==> src/rtl/memory_bus_arbiter_if.sv <==
// rtl/memory_bus_arbiter_if.sv - request/response bundle between the masters, the arbiter and the shared slave
interface memory_bus_arbiter_if #(
    parameter int NUM_MASTERS = 4,
    parameter int ADDR_WIDTH  = 32,
    parameter int DATA_WIDTH  = 32,
    parameter int ID_WIDTH    = 8
);
    logic [NUM_MASTERS-1:0]            m_ms_valid;
    logic [NUM_MASTERS-1:0]            m_ms_taken;
    logic [NUM_MASTERS*ADDR_WIDTH-1:0] m_ms_address;
    logic [NUM_MASTERS*DATA_WIDTH-1:0] m_ms_data;
    logic [NUM_MASTERS-1:0]            m_ms_write;
    logic [NUM_MASTERS-1:0]            m_sm_valid;
    logic [NUM_MASTERS-1:0]            m_sm_taken;
    logic [DATA_WIDTH-1:0]             m_sm_data;
    logic                              s_ms_valid;
    logic                              s_ms_taken;
    logic [ADDR_WIDTH-1:0]             s_ms_address;
    logic [DATA_WIDTH-1:0]             s_ms_data;
    logic                              s_ms_write;
    logic [ID_WIDTH-1:0]               s_ms_id;
    logic                              s_sm_valid;
    logic                              s_sm_taken;
    logic [DATA_WIDTH-1:0]             s_sm_data;
    logic [ID_WIDTH-1:0]               s_sm_id;
    logic                              id_error;

    // Arbiter's view: consumes master requests and slave responses.
    modport slave (
        input  m_ms_valid, m_ms_address, m_ms_data, m_ms_write, m_sm_taken,
               s_ms_taken, s_sm_valid, s_sm_data, s_sm_id,
        output m_ms_taken, m_sm_valid, m_sm_data,
               s_ms_valid, s_ms_address, s_ms_data, s_ms_write, s_ms_id,
               s_sm_taken, id_error
    );

    // Environment's view: drives requests and slave responses.
    modport master (
        output m_ms_valid, m_ms_address, m_ms_data, m_ms_write, m_sm_taken,
               s_ms_taken, s_sm_valid, s_sm_data, s_sm_id,
        input  m_ms_taken, m_sm_valid, m_sm_data,
               s_ms_valid, s_ms_address, s_ms_data, s_ms_write, s_ms_id,
               s_sm_taken, id_error
    );
endinterface

==> src/rtl/memory_bus_arbiter.sv <==
// rtl/memory_bus_arbiter.sv - round-robin arbiter sharing one memory slave port with per-master read caps
module memory_bus_arbiter #(
    parameter int NUM_MASTERS     = 4,
    parameter int ADDR_WIDTH      = 32,
    parameter int DATA_WIDTH      = 32,
    parameter int ID_WIDTH        = 8,
    parameter int MAX_OUTSTANDING = 4
) (
    input logic                 clock,
    input logic                 reset,
    memory_bus_arbiter_if.slave bus
);
    localparam int                  IDX_W    = (NUM_MASTERS > 1) ? $clog2(NUM_MASTERS) : 1;
    localparam logic [ID_WIDTH-1:0] NM_ID    = ID_WIDTH'(NUM_MASTERS);
    localparam logic [3:0]          MAX_CNT  = 4'(MAX_OUTSTANDING);
    localparam logic [IDX_W-1:0]    LAST_IDX = IDX_W'(NUM_MASTERS - 1);

    typedef enum logic {IDLE, HOLD} state_t;

    state_t                 state, state_nxt;
    logic [IDX_W-1:0]       rr_last;
    logic [IDX_W-1:0]       winner;
    logic [IDX_W-1:0]       cand;
    logic                   any_elig;
    logic [NUM_MASTERS-1:0] eligible;
    logic [NUM_MASTERS-1:0] inc_vec;
    logic [NUM_MASTERS-1:0] dec_vec;
    logic [3:0]             out_cnt [NUM_MASTERS];
    logic                   id_ok;
    logic                   req_fire;
    logic                   rsp_fire;
    logic [IDX_W-1:0]       rsp_idx;

    assign id_ok    = (bus.s_sm_id < NM_ID);
    assign rsp_idx  = bus.s_sm_id[IDX_W-1:0];
    assign req_fire = (state == HOLD) && bus.s_ms_taken;
    assign rsp_fire = bus.s_sm_valid && id_ok && bus.m_sm_taken[rsp_idx];

    assign bus.s_ms_valid = (state == HOLD);
    assign bus.m_sm_data  = bus.s_sm_data;

    // Writes are always eligible; reads only while the master is under its outstanding cap.
    always_comb begin
        for (int i = 0; i < NUM_MASTERS; i++)
            eligible[i] = bus.m_ms_valid[i] && (bus.m_ms_write[i] || (out_cnt[i] < MAX_CNT));
    end

    // Round-robin search starting just after the last winner.
    always_comb begin
        any_elig = 1'b0;
        winner   = '0;
        cand     = '0;
        for (int k = 1; k <= NUM_MASTERS; k++) begin
            cand = IDX_W'((int'(rr_last) + k) % NUM_MASTERS);
            if (!any_elig && eligible[cand]) begin
                any_elig = 1'b1;
                winner   = cand;
            end
        end
    end

    // FSM next state and the combinational grant strobe back to the winning master.
    always_comb begin
        state_nxt      = state;
        bus.m_ms_taken = '0;
        case (state)
            IDLE: begin
                if (any_elig) begin
                    bus.m_ms_taken[winner] = 1'b1;
                    state_nxt              = HOLD;
                end
            end
            HOLD: begin
                if (bus.s_ms_taken)
                    state_nxt = IDLE;
            end
            default: state_nxt = IDLE;
        endcase
    end

    // FSM state register; async reset drops s_ms_valid immediately.
    always_ff @(posedge clock or negedge reset) begin
        if (!reset)
            state <= IDLE;
        else
            state <= state_nxt;
    end

    // Capture the granted request toward the slave and remember the winner for fairness.
    always_ff @(posedge clock or negedge reset) begin
        if (!reset) begin
            bus.s_ms_address <= '0;
            bus.s_ms_data    <= '0;
            bus.s_ms_write   <= 1'b0;
            bus.s_ms_id      <= '0;
            rr_last          <= LAST_IDX;
        end else if (state == IDLE && any_elig) begin
            bus.s_ms_address <= bus.m_ms_address[int'(winner)*ADDR_WIDTH +: ADDR_WIDTH];
            bus.s_ms_data    <= bus.m_ms_data[int'(winner)*DATA_WIDTH +: DATA_WIDTH];
            bus.s_ms_write   <= bus.m_ms_write[winner];
            bus.s_ms_id      <= ID_WIDTH'(winner);
            rr_last          <= winner;
        end
    end

    // Route the slave response to the master named by its ID; bad IDs are swallowed.
    always_comb begin
        bus.m_sm_valid = '0;
        bus.s_sm_taken = 1'b1;
        if (id_ok) begin
            bus.m_sm_valid[rsp_idx] = bus.s_sm_valid;
            bus.s_sm_taken          = bus.m_sm_taken[rsp_idx];
        end
    end

    // Per-master increment on accepted reads and decrement on delivered responses.
    always_comb begin
        for (int i = 0; i < NUM_MASTERS; i++) begin
            inc_vec[i] = req_fire && !bus.s_ms_write && (bus.s_ms_id == ID_WIDTH'(i));
            dec_vec[i] = rsp_fire && (rsp_idx == IDX_W'(i));
        end
    end

    // Outstanding-read counters; a stray decrement at zero saturates.
    always_ff @(posedge clock or negedge reset) begin
        if (!reset) begin
            for (int i = 0; i < NUM_MASTERS; i++)
                out_cnt[i] <= 4'd0;
        end else begin
            for (int i = 0; i < NUM_MASTERS; i++) begin
                case ({inc_vec[i], dec_vec[i]})
                    2'b10:   out_cnt[i] <= out_cnt[i] + 4'd1;
                    2'b01:   if (out_cnt[i] != 4'd0) out_cnt[i] <= out_cnt[i] - 4'd1;
                    default: out_cnt[i] <= out_cnt[i];
                endcase
            end
        end
    end

    // Sticky flag for responses addressed to a non-existent master.
    always_ff @(posedge clock or negedge reset) begin
        if (!reset)
            bus.id_error <= 1'b0;
        else if (bus.s_sm_valid && !id_ok)
            bus.id_error <= 1'b1;
    end
endmodule

==> src/flat_wrapper.sv <==
// flat-port wrapper written by rule: the top's interface ports become plain ports
module memory_bus_arbiter_flat 
#(
    parameter int NUM_MASTERS     = 4,
    parameter int ADDR_WIDTH      = 32,
    parameter int DATA_WIDTH      = 32,
    parameter int ID_WIDTH        = 8,
    parameter int MAX_OUTSTANDING = 4
)
  (clock, reset, bus_m_ms_valid, bus_m_ms_address, bus_m_ms_data, bus_m_ms_write, bus_m_sm_taken, bus_s_ms_taken, bus_s_sm_valid, bus_s_sm_data, bus_s_sm_id, bus_m_ms_taken, bus_m_sm_valid, bus_m_sm_data, bus_s_ms_valid, bus_s_ms_address, bus_s_ms_data, bus_s_ms_write, bus_s_ms_id, bus_s_sm_taken, bus_id_error);
  memory_bus_arbiter_if #(.NUM_MASTERS(NUM_MASTERS), .ADDR_WIDTH(ADDR_WIDTH), .DATA_WIDTH(DATA_WIDTH), .ID_WIDTH(ID_WIDTH)) bus_i ();
  input logic clock;
  input logic reset;
  input wire logic [$bits(bus_i.m_ms_valid)-1:0] bus_m_ms_valid;
  input wire logic [$bits(bus_i.m_ms_address)-1:0] bus_m_ms_address;
  input wire logic [$bits(bus_i.m_ms_data)-1:0] bus_m_ms_data;
  input wire logic [$bits(bus_i.m_ms_write)-1:0] bus_m_ms_write;
  input wire logic [$bits(bus_i.m_sm_taken)-1:0] bus_m_sm_taken;
  input wire logic [$bits(bus_i.s_ms_taken)-1:0] bus_s_ms_taken;
  input wire logic [$bits(bus_i.s_sm_valid)-1:0] bus_s_sm_valid;
  input wire logic [$bits(bus_i.s_sm_data)-1:0] bus_s_sm_data;
  input wire logic [$bits(bus_i.s_sm_id)-1:0] bus_s_sm_id;
  output wire logic [$bits(bus_i.m_ms_taken)-1:0] bus_m_ms_taken;
  output wire logic [$bits(bus_i.m_sm_valid)-1:0] bus_m_sm_valid;
  output wire logic [$bits(bus_i.m_sm_data)-1:0] bus_m_sm_data;
  output wire logic [$bits(bus_i.s_ms_valid)-1:0] bus_s_ms_valid;
  output wire logic [$bits(bus_i.s_ms_address)-1:0] bus_s_ms_address;
  output wire logic [$bits(bus_i.s_ms_data)-1:0] bus_s_ms_data;
  output wire logic [$bits(bus_i.s_ms_write)-1:0] bus_s_ms_write;
  output wire logic [$bits(bus_i.s_ms_id)-1:0] bus_s_ms_id;
  output wire logic [$bits(bus_i.s_sm_taken)-1:0] bus_s_sm_taken;
  output wire logic [$bits(bus_i.id_error)-1:0] bus_id_error;
  assign bus_i.m_ms_valid = bus_m_ms_valid;
  assign bus_i.m_ms_address = bus_m_ms_address;
  assign bus_i.m_ms_data = bus_m_ms_data;
  assign bus_i.m_ms_write = bus_m_ms_write;
  assign bus_i.m_sm_taken = bus_m_sm_taken;
  assign bus_i.s_ms_taken = bus_s_ms_taken;
  assign bus_i.s_sm_valid = bus_s_sm_valid;
  assign bus_i.s_sm_data = bus_s_sm_data;
  assign bus_i.s_sm_id = bus_s_sm_id;
  assign bus_m_ms_taken = bus_i.m_ms_taken;
  assign bus_m_sm_valid = bus_i.m_sm_valid;
  assign bus_m_sm_data = bus_i.m_sm_data;
  assign bus_s_ms_valid = bus_i.s_ms_valid;
  assign bus_s_ms_address = bus_i.s_ms_address;
  assign bus_s_ms_data = bus_i.s_ms_data;
  assign bus_s_ms_write = bus_i.s_ms_write;
  assign bus_s_ms_id = bus_i.s_ms_id;
  assign bus_s_sm_taken = bus_i.s_sm_taken;
  assign bus_id_error = bus_i.id_error;
  memory_bus_arbiter #(.NUM_MASTERS(NUM_MASTERS), .ADDR_WIDTH(ADDR_WIDTH), .DATA_WIDTH(DATA_WIDTH), .ID_WIDTH(ID_WIDTH), .MAX_OUTSTANDING(MAX_OUTSTANDING)) u_core (.clock(clock), .reset(reset), .bus(bus_i));
endmodule
==> config.mk <==
export PLATFORM = sky130hd
export DESIGN_NAME = memory_bus_arbiter_flat
export DESIGN_NICKNAME = d
export VERILOG_FILES = /design/src/rtl/memory_bus_arbiter_if.sv /design/src/rtl/memory_bus_arbiter.sv /design/src/flat_wrapper.sv
export SDC_FILE = /design/constraint.sdc
export NUM_CORES = 1
export LEC_CHECK = 0
export ABC_AREA = 1
export CAP_MARGIN = 40
export CORE_MARGIN = 4
export CORE_UTILIZATION = 23
export DETAILED_ROUTE_END_ITERATION = 6
export PLACE_DENSITY = 0.65
export SYNTH_ARGS = -nofsm -noshare
export SYNTH_HDL_FRONTEND = slang
export SYNTH_SLANG_ARGS = --single-unit
==> constraint.sdc <==
create_clock -name clock -period 2.1 [get_ports clock]
set_input_delay 0.21 -clock clock [delete_from_list [all_inputs] [get_ports clock]]
set_output_delay 0.21 -clock clock [all_outputs]
set_load 0.05 [all_outputs]
Yosys cells after proc, flatten, opt, wreduce, memory -nomap -nowiden
Cells that the tools add are included.

word-level totals
  logic and storage cells = 143
  bits in registers = 87
  bits of input ports = 312
  output and inout bits = 116

operators by class
  equal/unequal tests = 18
  $lt $le $gt $ge = 13
  multiplexer cells = 39
  shift operators = 2
  bitwise gates (word level) = 2
  add/sub/neg operators = 12
  reduce and logical (&&, ||, !) cells = 46

operators with widths
  cell                   number
  $shiftx A128 B8 Y32    2
  $pmux W4 S2            4
  $mux W4                7
  $logic_and A1 B1 Y1    23
  $lt A2 B3 Y1 const B   6
  $add A4 B1 Y4 const B  4
  $eq A2 B2 Y1 const B   8
  $lt A4 B3 Y1 const B   4
  $reduce_bool A4 Y1     4
  $sub A4 B1 Y4 const B  4
  $mux W1                15
  $bmux W1 S2            6
  $eq A2 B1 Y1 const B   6
  $logic_not A8 Y1       1
  $lt A8 B3 Y1 const B   1
  $mux W2                4
  $ne A2 B1 Y1 const B   4
  $reduce_and A2 Y1      4
  $reduce_bool A2 Y1     4
  $logic_not A1 Y1       5
  $add A2 B1 Y2 const B  2
  $add A2 B2 Y2 const B  2
  $and A4 B4 Y4          1
  $demux W1 S2           2
  other kinds (5)        9

Logic depth before layout (Yosys ltp)
  depth after elaboration = 21
  mapped depth = 18
  mapped depth without buffers = 18

Worst setup path after synthesis
No wires, ideal clock.

  kind = reg2out
  start point = register u_core.rr_last[0]
  end point = output port bus_m_ms_taken[2]
  stages on the path, launching flop included = 12
  arrival = 2,747 ps
  path buffers = 2
  slack = -857 ps
  required time = 1,890 ps
  cell sequence = dfstp_2 buf_4 inv_2 nand3_1 nand2_1 o21ai_4 and2_1 nand2_1 nand2_1 nand2_4 buf_4 nor3_1

between the ends
  word-level cells in the longest chain between the ends = 19
  elaborated cells between the ends (all ways) = 33
  those cells by class = add/sub: 4; order compare: 2; mux: 20; reduce/logical: 7

ends and longest elaborated chain
  what                                                                line                       source
  from (decl)                                                         memory_bus_arbiter.sv:21   logic [IDX_W-1:0] rr_last;
  from (signal assigned)                                              memory_bus_arbiter.sv:102  rr_last <= winner;
  $add A2 B1 Y2                                                       memory_bus_arbiter.sv:54   cand = IDX_W'((int'(rr_last) + k) % NUM_MASTERS);
  $bmux W1 S2                                                         memory_bus_arbiter.sv:55   if (!any_elig && eligible[cand]) begin
  $mux W1 (not written as such)                                       memory_bus_arbiter.sv:55
  $mux W1                                                             memory_bus_arbiter.sv:55
  $logic_not A1 Y1                                                    memory_bus_arbiter.sv:55
  $logic_and A1 B1 Y1                                                 memory_bus_arbiter.sv:55
  $mux W1                                                             memory_bus_arbiter.sv:55
  $logic_not A1 Y1                                                    memory_bus_arbiter.sv:55
  [... 3 more ...]                                                    -
  $logic_and A1 B1 Y1                                                 memory_bus_arbiter.sv:55
  $mux W2                                                             memory_bus_arbiter.sv:55
  $lt A2 B3 Y1 (not written as such) or $ge A2 B1 Y1 (tied branches)  memory_bus_arbiter.sv:69   bus.m_ms_taken[winner] = 1'b1;
  $logic_and A1 B1 Y1 (not written as such)                           memory_bus_arbiter.sv:69
  $mux W1 (not written as such)                                       memory_bus_arbiter.sv:69
  $demux W1 S2                                                        -
  $mux W4 *                                                           memory_bus_arbiter.sv:68   if (any_elig) begin
  $mux W4 *                                                           memory_bus_arbiter.sv:66   case (state)
  to (decl)                                                           flat_wrapper.sv:23         output wire logic [$bits(bus_i.m_ms_taken)-1:0] bus_m_ms_taken;

Mark *: on every way between the ends. The rest lies on a longest branch, timed or not. The select of a mux whose other input is x is not followed.

Final worst setup path
Ends and elaborated chain as after synthesis.

==> run metrics <==
Switching Fraction=0.500; Comb pwr share=0.829; area leader, netlist=dfrtp_1; Layout Nets=1924; Clock Sinks=87; Slew headroom=0.627; Synth Register Bits=87; Die ar.=34900 µm²; area grow syn2layout=82.0%; CTS max path bufs=2; WP data required=1.89 ns; WHS=0.420 ns; Residual DRC=0; global-route wire length before repair=45900 µm; crit end category=output pin; final worst slack=-0.499 ns; WS Path Type=reg -> out; final-report setup violation count=71; FP Rows=65; Post-synth ARST share=1.00; Tightest Pin Transition=0.558 ns; vias in the first global route=8629; f_max=0.385 GHz; DR pass1 iterations=7; DR WL/cell=14.9 µm; Final Cycle Share=1.24; dpl cells=1958; htree depth=3; commonest non-fill, non-tap cells in the layout=nand2_1 (345), clkdlybuf4s50_1 (340), nand3_1 (232); sequential fraction of the synthesis area=0.297; CTS Buf Count=9; status=complete, but fails checks; dominant cells by area after synthesis=dfrtp_1 (29%), nand2_1 (18%), nand3_1 (17%), inv_1 (12%), or2_1 (5.8%); leakage=0.00673 µW; Max-Cap Viols=0; power per cell area=2140 nW/µm²; Clock Skew=0.0137 ns; clk root buf=clkbuf_16; VDD IR-drop max=926 µV; CTS tree=yes; RSZ-0062 raised after global routing=true; NetSw=14300 µW; clock-pin transition on the worst setup and hold timing paths=0.07 ns; library cells used by synthesis=41; largest net degree at the start of global routing=88; startpoint types=flop; filler instances=3157; Pint=14300 µW; grt ovf=0; Post-Place Setup Slack=-0.394 ns; Final Hold Viols=0; all-layer global routing usage=0.162; Post-Synthesis Cells=1187; detailed placement HPWL=21800 µm; Synthesis Warnings=0; die height=187 µm; initial core utilization=0.233; share of cells above drive strength 1=0.157; initial antenna violation count=1; final std cells w/o fill=2015; Die Width=187 µm; Seq pwr share=0.115; Min-Delay Path Class=in -> out; clock power share=0.057; First DRT Iteration DRCs=306; Final Slew Violations=0; failing checks=negative setup slack; insertion delay to the later sink of the worst-skew pair=0.35 ns; Avg Cell Area, Syn=6.19 µm²; CP Max Fanout=6; most common cell after layout, fill and taps aside=nand2_1; DRT antenna net count=0; Placer Congestion=0.849; Post-synth EDFFs=0; crit path time final=2.60 ns; Ports=428; vias per inst=4.34; Yosys top cell area share=0.290; Buffers on Ports=357; core area=31600 µm²; via count=8753; WP data arrival=2.39 ns; Synth Cell Area=7340 µm²; total wire length=30100 µm; n_diodes=0; Top FF cell, synth=dfrtp_1
-- layer usage --
metal	share of wire	routed length, µm	track usage	up-vias
li1	-	-	-	4437
met1	0.43	12800	0.200	3957
met2	0.48	14500	0.275	315
met3	0.072	2160	0.0460	42
met4	0.019	567	0.0466	2
met5	0.00066	20	0	-
-- cell usage after synthesis, drive strengths merged (4+ instances only) --
cell,count
o31ai,4
nand3,253
nor2,20
o21ai,21
dfrtp,85
or2,70
a21oi,4
inv,230
nand3b,5
clkbuf,14
buf,81
ha,4
nor3,11
nand2,361
nand4,4
xor2,7
-- through the flow --
stage                     utilization  total power [µW]  TNS (ns)  cell area [µm²]
after CTS                       0.413             27400    -27.02            13000
after floorplan                     -             16100     -1.52             7570
after detailed placement        0.383             22700    -27.68            12100
after global routing            0.424             30900    -38.38            13400
after global placement          0.383             22500    -26.88            12100
final                           0.424             28600    -27.98            13400
-- critical path: stages (launching register included) --
cell	delay, ns
dfstp_2	0.67
inv_4	0.10
nand3_4	0.10
nand2_4	0.07
o21ai_4	0.25
and2_4	0.20
nand2_4	0.06
nand2_4	0.07
nand2_4	0.08
buf_12	0.14
nor3_4	0.13
buf_6	0.18
-- logic make-up after synthesis --
group / after synthesis / synth area share
other: 1 / 0.000511
DFF: 87 / 0.297
xor gates and xnor gates: 10 / 0.0129
adders and majority gates: 4 / 0.00681
and+or+nand+nor: 727 / 0.455
AOI/OAI and AO/OA: 33 / 0.0279
buffers and inverters: 325 / 0.200
-- flip-flops by register name, indices dropped and copies added (netlist names) --
| register | cells |
|---|---|
| u_core.bus.s_ms_valid | 1 |
| u_core.bus.s_ms_write | 1 |
| u_core.bus.id_error | 1 |
| u_core.rr_last | 2 |
| u_core.bus.s_ms_id | 2 |
| u_core.out_cnt | 16 |
| u_core.bus.s_ms_data | 32 |
| u_core.bus.s_ms_address | 32 |
-- repair_timing --
action                                  in CTS  in global routing
endpoints found under the setup margin      74                 86
gates cloned                                 8                  4
hold buffers                                 1                  0
resized for setup                           48                 55
pin swaps                                   14                 21
buffers inserted                            21                  7
endpoints found under the hold margin       85                  0
-- worst paths after layout --
kind	start	endpoint	slack, ns	cells after the start
setup / recovery	u_core.rr_last[0]	bus_m_ms_taken[2]	-0.50	11
hold / removal	bus_s_sm_data[0]	bus_m_sm_data[0]	0.42	0
setup reg to reg	u_core.rr_last[0]	u_core.bus.s_ms_data[0]	-0.50	15
hold reg to reg	u_core.bus.s_ms_data[16]	u_core.bus.s_ms_data[16]	0.48	2
max in group asynchronous	reset	u_core.bus.s_ms_data[5]	1.24	3
min in group asynchronous	reset	u_core.bus.id_error	0.43	3
-- power by group through the flow --
stage                     registers [µW]  logic [µW]  clock network (µW)
final                               3270       23700                1620
after floorplan                     5470       10600                   0
after global placement              3240       19300                   0
after global routing                3390       25800                1760
after CTS                           3260       22500                1720
after detailed placement            3260       19500                   0
-- cell type report --
| cell class | count | area (µm²) | area share |
|---|---|---|---|
| inverters | 230 | 868 | 0.0650 |
| multi-input cells | 780 | 4130 | 0.309 |
| clock inverters | 4 | 30.0 | 0.00225 |
| repair buffers | 500 | 5400 | 0.404 |
| well taps | 402 | 503 | 0.0376 |
| clock buffers | 12 | 256 | 0.0192 |
| flip-flops and latches | 87 | 2180 | 0.163 |
Note: power is estimated with default switching activity, not from simulation.
